### src/rtl/instr_fetch_pkg.sv
// instr_fetch_pkg: shared definitions for the instruction fetch stage.
//   S_IDLE/S_FETCH/S_HOLD  fetch FSM state encodings
//   NOP                    instruction word loaded into IF/ID on reset
//   DEFAULT_RESET_VECTOR   default address of the first fetch after reset
package instr_fetch_pkg;
    localparam logic [1:0] S_IDLE  = 2'd0;
    localparam logic [1:0] S_FETCH = 2'd1;
    localparam logic [1:0] S_HOLD  = 2'd2;
    localparam logic [31:0] NOP = 32'h0000_0000;
    localparam logic [31:0] DEFAULT_RESET_VECTOR = 32'h0000_0000;
endpackage

### src/rtl/instr_fetch_if.sv
// instr_fetch_if: instruction memory bus between the fetch stage and memory.
//   imem_req     fetch request (driven by the fetch stage)
//   imem_addr    fetch address (driven by the fetch stage)
//   imem_rvalid  fetched word valid, one pulse per request (driven by memory)
//   imem_rdata   fetched word (driven by memory)
interface instr_fetch_if;
    logic        imem_req;
    logic [31:0] imem_addr;
    logic        imem_rvalid;
    logic [31:0] imem_rdata;
    modport master (output imem_req, imem_addr, input imem_rvalid, imem_rdata);
    modport slave  (input imem_req, imem_addr, output imem_rvalid, imem_rdata);
endinterface

### src/rtl/instr_fetch_pc_gen.sv
// fetch_pc_gen: program counter, pending-redirect latch and next-pc selection.
//   clk, rst_n  clock, asynchronous active-low reset
//   advance     the word in IF moves to IF/ID this cycle, so pc steps on
//   taken       ID resolves a taken branch this cycle
//   branch_pc   branch target; the low two bits are dropped
//   pc          address of the instruction currently in IF
module fetch_pc_gen
    import instr_fetch_pkg::*;
#(
    parameter logic [31:0] RESET_VECTOR = DEFAULT_RESET_VECTOR
) (
    input  logic        clk,
    input  logic        rst_n,
    input  logic        advance,
    input  logic        taken,
    input  logic [31:0] branch_pc,
    output logic [31:0] pc
);
    logic        redir_valid;
    logic [31:0] redir_pc;
    logic [31:0] target;
    logic [31:0] next_pc;

    assign target  = {branch_pc[31:2], 2'b00};
    // A redirect latched while the delay slot was still in flight beats a
    // fresh branch; otherwise fall through sequentially (wraps at 2^32).
    assign next_pc = redir_valid ? redir_pc : taken ? target : pc + 32'd4;

    always_ff @(posedge clk or negedge rst_n) begin
        if (!rst_n) begin
            pc          <= RESET_VECTOR;
            redir_valid <= 1'b0;
            redir_pc    <= 32'h0;
        end else begin
            if (advance)
                pc <= next_pc;
            // The target is remembered only until the delay slot leaves IF.
            if (advance)
                redir_valid <= 1'b0;
            else if (taken) begin
                redir_valid <= 1'b1;
                redir_pc    <= target;
            end
        end
    end
endmodule

### src/rtl/instr_fetch.sv
// instr_fetch: MIPS-style fetch stage with one outstanding memory request,
// a one-entry hold buffer for stalls and branch delay-slot handling.
//   clk, rst_n  clock, asynchronous active-low reset
//   imem        instruction memory bus (master side)
//   stall       ID cannot accept an instruction this cycle
//   is_branch   ID instruction redirects control flow
//   branch_pc   redirect target
//   pc_out      PC of the instruction currently in IF
//   id_instr    IF/ID instruction register
//   id_pc       IF/ID PC register
//   id_valid    IF/ID holds a real instruction
module instr_fetch
    import instr_fetch_pkg::*;
#(
    parameter logic [31:0] RESET_VECTOR = DEFAULT_RESET_VECTOR
) (
    input  logic                 clk,
    input  logic                 rst_n,
    instr_fetch_if.master        imem,
    input  logic                 stall,
    input  logic                 is_branch,
    input  logic [31:0]          branch_pc,
    output logic [31:0]          pc_out,
    output logic [31:0]          id_instr,
    output logic [31:0]          id_pc,
    output logic                 id_valid
);
    logic [1:0]  state;
    logic [31:0] hold_instr;
    logic [31:0] pc;
    logic        got_word;
    logic        xfer;
    logic        taken;

    // rvalid only counts while a request is outstanding.
    assign got_word = state == S_FETCH && imem.imem_rvalid;
    assign xfer     = !stall && (got_word || state == S_HOLD);
    assign taken    = id_valid && is_branch && !stall;

    fetch_pc_gen #(.RESET_VECTOR(RESET_VECTOR)) u_pc_gen (
        .clk       (clk),
        .rst_n     (rst_n),
        .advance   (xfer),
        .taken     (taken),
        .branch_pc (branch_pc),
        .pc        (pc)
    );

    assign pc_out         = pc;
    assign imem.imem_addr = pc;
    assign imem.imem_req  = state == S_FETCH;

    always_ff @(posedge clk or negedge rst_n) begin
        if (!rst_n) begin
            state      <= S_IDLE;
            hold_instr <= NOP;
            id_instr   <= NOP;
            id_pc      <= 32'h0;
            id_valid   <= 1'b0;
        end else begin
            state <= state == S_IDLE  ? S_FETCH :
                     state == S_FETCH ? (got_word && stall ? S_HOLD : S_FETCH) :
                     stall            ? S_HOLD : S_FETCH;
            if (got_word && stall)
                hold_instr <= imem.imem_rdata;
            if (xfer) begin
                id_instr <= state == S_HOLD ? hold_instr : imem.imem_rdata;
                id_pc    <= pc;
                id_valid <= 1'b1;
            end else if (!stall)
                id_valid <= 1'b0;
        end
    end
endmodule

### src/flat_wrapper.sv
// flat-port wrapper written by rule: the top's interface ports become plain ports
module instr_fetch_flat import instr_fetch_pkg::*;
#(
    parameter logic [31:0] RESET_VECTOR = DEFAULT_RESET_VECTOR
)
  (clk, rst_n, stall, is_branch, branch_pc, pc_out, id_instr, id_pc, id_valid, imem_imem_req, imem_imem_addr, imem_imem_rvalid, imem_imem_rdata);
  instr_fetch_if imem_i ();
  input  logic clk;
  input  logic rst_n;
  input  logic stall;
  input  logic is_branch;
  input  logic [31:0] branch_pc;
  output logic [31:0] pc_out;
  output logic [31:0] id_instr;
  output logic [31:0] id_pc;
  output logic id_valid;
  output wire logic [$bits(imem_i.imem_req)-1:0] imem_imem_req;
  output wire logic [$bits(imem_i.imem_addr)-1:0] imem_imem_addr;
  input wire logic [$bits(imem_i.imem_rvalid)-1:0] imem_imem_rvalid;
  input wire logic [$bits(imem_i.imem_rdata)-1:0] imem_imem_rdata;
  assign imem_imem_req = imem_i.imem_req;
  assign imem_imem_addr = imem_i.imem_addr;
  assign imem_i.imem_rvalid = imem_imem_rvalid;
  assign imem_i.imem_rdata = imem_imem_rdata;
  instr_fetch #(.RESET_VECTOR(RESET_VECTOR)) u_core (.clk(clk), .rst_n(rst_n), .imem(imem_i), .stall(stall), .is_branch(is_branch), .branch_pc(branch_pc), .pc_out(pc_out), .id_instr(id_instr), .id_pc(id_pc), .id_valid(id_valid));
endmodule
### config.mk
export PLATFORM = sky130hd
export DESIGN_NAME = instr_fetch_flat
export DESIGN_NICKNAME = d
export VERILOG_FILES = /design/src/rtl/instr_fetch_pkg.sv /design/src/rtl/instr_fetch_if.sv /design/src/rtl/instr_fetch_pc_gen.sv /design/src/rtl/instr_fetch.sv /design/src/flat_wrapper.sv
export SDC_FILE = /design/constraint.sdc
export NUM_CORES = 1
export LEC_CHECK = 0
export CAP_MARGIN = 20
export CELL_PAD_IN_SITES_DETAIL_PLACEMENT = 1
export CELL_PAD_IN_SITES_GLOBAL_PLACEMENT = 1
export CORE_MARGIN = 2
export CORE_UTILIZATION = 42
export DETAILED_ROUTE_END_ITERATION = 8
export PLACE_DENSITY_LB_ADDON = 0.1
export SLEW_MARGIN = 30
export SYNTH_ARGS = -nofsm -noshare
export SYNTH_HDL_FRONTEND = slang
export SYNTH_HIERARCHICAL = 1
export SYNTH_SLANG_ARGS = --single-unit
### constraint.sdc
create_clock -name clk -period 7.02 [get_ports clk]
set_input_delay 1.404 -clock clk [delete_from_list [all_inputs] [get_ports clk]]
set_output_delay 1.404 -clock clk [all_outputs]
set_load 0.05 [all_outputs]
==> flow_metrics.py <==
metrics = {
    "finish": {
        "final_common_cell": "clkdlybuf4s50_1",
        "stdcell_area_sq_mm": 0.0103,
        "layout_common_cells": "clkdlybuf4s50_1, dfrtp_1, mux2_2",
        "final_nets": 879,
        "utilization": 0.554,
        "drive_gt1_frac": 0.259,
        "final_cell_count_no_fill": 1057,
        "area_delta_synth_final_pct": 30.6,
    },
    "cts": {
        "cts_made_buffers": 17,
        "clk_pin_slew_worst_paths_ns": 0.07,
        "cts_tree": "done",
        "htree_levels": 4,
        "cts.sinks": 160,
        "cts_resized": 0,
        "cts_setup_buffers": 0,
        "cts-root-buf": "clkbuf_16",
        "clk_latency_ns": 0.42,
        "holdBufCountCts": 0,
        "clockBufferDepth": 2,
    },
    "sta": {
        "fin_skew_ns": 0.0100,
        "fin_crit_ns": 3.82,
        "setup_violations": 0,
        "tightest_slew_ns": 0.876,
        "period_share": 0.544,
        "max_freq_ghz": 0.262,
        "slew_violations": 0,
        "grt_setup_unrepaired": "no",
        "finalHoldViolations": 0,
        "fin_setup_tns_ns": 0,
        "maxSlewHeadroom": 0.416,
        "layout_setup_ws_ns": 3.20,
        "holdWs_ns": 0.487,
    },
    "drt": {
        "drt-pass1-iter-count": 4,
        "drtIter0Drc": 165,
        "vias": 5828,
        "drc": 0,
        "wl_um": 20800,
        "route.antenna.remaining_nets": 0,
        "viasPerCell": 5.51,
        "drt-wirelength-per-cell_um": 19.6,
    },
    "placement": {
        "pre_cts_slack_ns": 2.77,
        "dp_hpwl_um": 14000,
        "gp_routability_congestion": 0.792,
        "placed_cell_area_sq_mm": 0.00968,
        "portBuffers": 192,
        "place_inst": 1023,
    },
    "worst_setup_path": {
        "r2r-start": "u_core/state[1]$_DFF_PN0_",
        "arrival_ns": 4.14,
        "startpoint_type": "input port",
        "cp-startpoint": "imem_imem_rvalid",
        "crit_required_ns": 7.34,
        "end_kind": "flip-flop",
        "crit_type": "in -> reg",
        "reg2reg_slack_ns": 4.22,
        "crit_fanout": 63,
    },
    "floorplanning": {
        "die_x_um": 141,
        "num_rows": 50,
        "initial_utilization": 0.424,
        "dieHeight_um": 141,
        "dieArea_sq_mm": 0.0199,
        "pin_count": 199,
        "fp.coreArea_sq_mm": 0.0186,
    },
    "power_and_ir_drop": {
        "powerDensity_mw_per_mm2": 436,
        "power_leakage_nw": 4.19,
        "total_power_mw": 4.49,
        "ir_drop_v": 0.000219,
    },
    "synth": {
        "ys_seq_area_frac": 0.508,
        "synthArstFlopShare": 1.00,
        "avgSynthCellArea_sq_um": 11.9,
        "synth_edf_count": 0,
        "syn_area_sq_mm": 0.00788,
        "synthFlopType": "dfrtp_1",
        "ys_types": 65,
        "yosys_warnings": 6,
        "synthCells": 664,
        "synth_seq_cells": 160,
    },
    "flow_run": {
        "cap_violations": 0,
    },
    "worst_hold_path": {
        "hold_path.class": "reg -> reg",
        "worstHoldStart": "u_core/u_pc_gen/redir_pc[7]$_DFFE_PN0P_",
    },
    "global_routing": {
        "grt_max_degree": 95,
        "grtUsageTotal": 0.213,
        "antenna_found_initial": 1,
        "grt_first_pass_wirelength_um": 33800,
        "first_global_vias": 6288,
        "overflow": 0,
    },
    "run_status": {
        "status": "completed",
    },
}
[worst max-delay path, stage by stage]
cell	delay, ns
clkdlybuf4s50_1	0.51
nand3b_1	0.15
a21oi_4	0.19
buf_4	0.67
nand2b_1	0.31
or2_1	0.45
a41oi_1	0.23
o21ai_1	0.08
o311ai_1	0.10
[sequential cells by signal (all words and copies together) (netlist names)]
register and flops:
u_core/state 2, u_core/id_instr 32, u_core/id_valid 1, u_core/u_pc_gen/pc 30, u_core/u_pc_gen/redir_valid 1, u_core/id_pc 32, u_core/hold_instr 32, u_core/u_pc_gen/redir_pc 30
[final cells by class]
type / count / area (sq um)
fill: 1906 / 8280
sequential: 160 / 4000
inverter: 12 / 45.0
multi-input combinational: 417 / 3360
antenna: 1 / 2.50
timing repair buffer: 201 / 2000
clock buffer: 18 / 439
tap: 234 / 293
clock inverter: 14 / 154
[cell usage after synthesis, drive strengths merged, types with 2 or more instances]
cell,count,area share
a211oi,3,0.0029
a21o,4,0.0038
a21oi,24,0.016
a221o,3,0.0038
a221oi,2,0.0022
a22o,2,0.0022
a22oi,5,0.0048
a31oi,9,0.0071
and2,3,0.0024
and3,5,0.0040
and4,4,0.0048
buf,59,0.054
clkbuf,17,0.0081
dfrtp,160,0.51
inv,12,0.0057
mux2,155,0.22
mux2i,5,0.0064
nand2,39,0.019
nand2b,5,0.0040
nand3,15,0.0095
nand3b,2,0.0019
nand4,7,0.0090
nor2,30,0.014
nor2b,5,0.0040
nor3,7,0.0057
nor4,6,0.0056
o211ai,3,0.0029
o21ai,28,0.018
o22ai,9,0.0071
o311ai,2,0.0022
o31ai,2,0.0037
o41ai,2,0.0032
or2,2,0.0016
or4,3,0.0038
xnor2,5,0.0056
xor2,5,0.0056
[power breakdown]
| group | switching (mW) | internal, mW |
|---|---|---|
| registers | 0.292 | 1.22 |
| clock network | 0.391 | 0.539 |
| logic | 1.29 | 0.752 |
| total | 1.98 | 2.51 |
[worst paths after layout]
check,cells past startpoint,endpoint
min in group asynchronous,1,u_core/hold_instr[7]$_DFFE_PN0P_
min reg2reg,2,u_core/u_pc_gen/redir_pc[7]$_DFFE_PN0P_
max in group asynchronous,3,u_core/u_pc_gen/pc[14]$_DFFE_PN0P_
min,2,u_core/u_pc_gen/redir_pc[7]$_DFFE_PN0P_
max reg2reg,8,u_core/u_pc_gen/pc[13]$_DFFE_PN0P_
max,9,u_core/u_pc_gen/pc[13]$_DFFE_PN0P_
[layer usage]
layer / vias to the layer above / GRT usage / routed length (um)
li1: 2648 / - / -
met4: 0 / 0.0679 / 339
met1: 3009 / 0.284 / 9360
met3: 21 / 0.0370 / 706
met2: 150 / 0.356 / 10400
met5: - / 0 / 0
[kinds of logic (layout without fill, tap and decap cells)]
logic type      count (synthesis)  after routing  share of synthesized area
compound gates                107            107                     0.0895
xor+xnor                       10             10                     0.0111
fa+ha+maj                       1              1                    0.00159
buf+inv                        88            245                     0.0683
flops                         160            160                      0.508
mux                           160            160                      0.228
other cells                     1              3                   0.000476
simple gates                  137            137                     0.0932
Note: power is estimated with default switching activity, not from simulation.
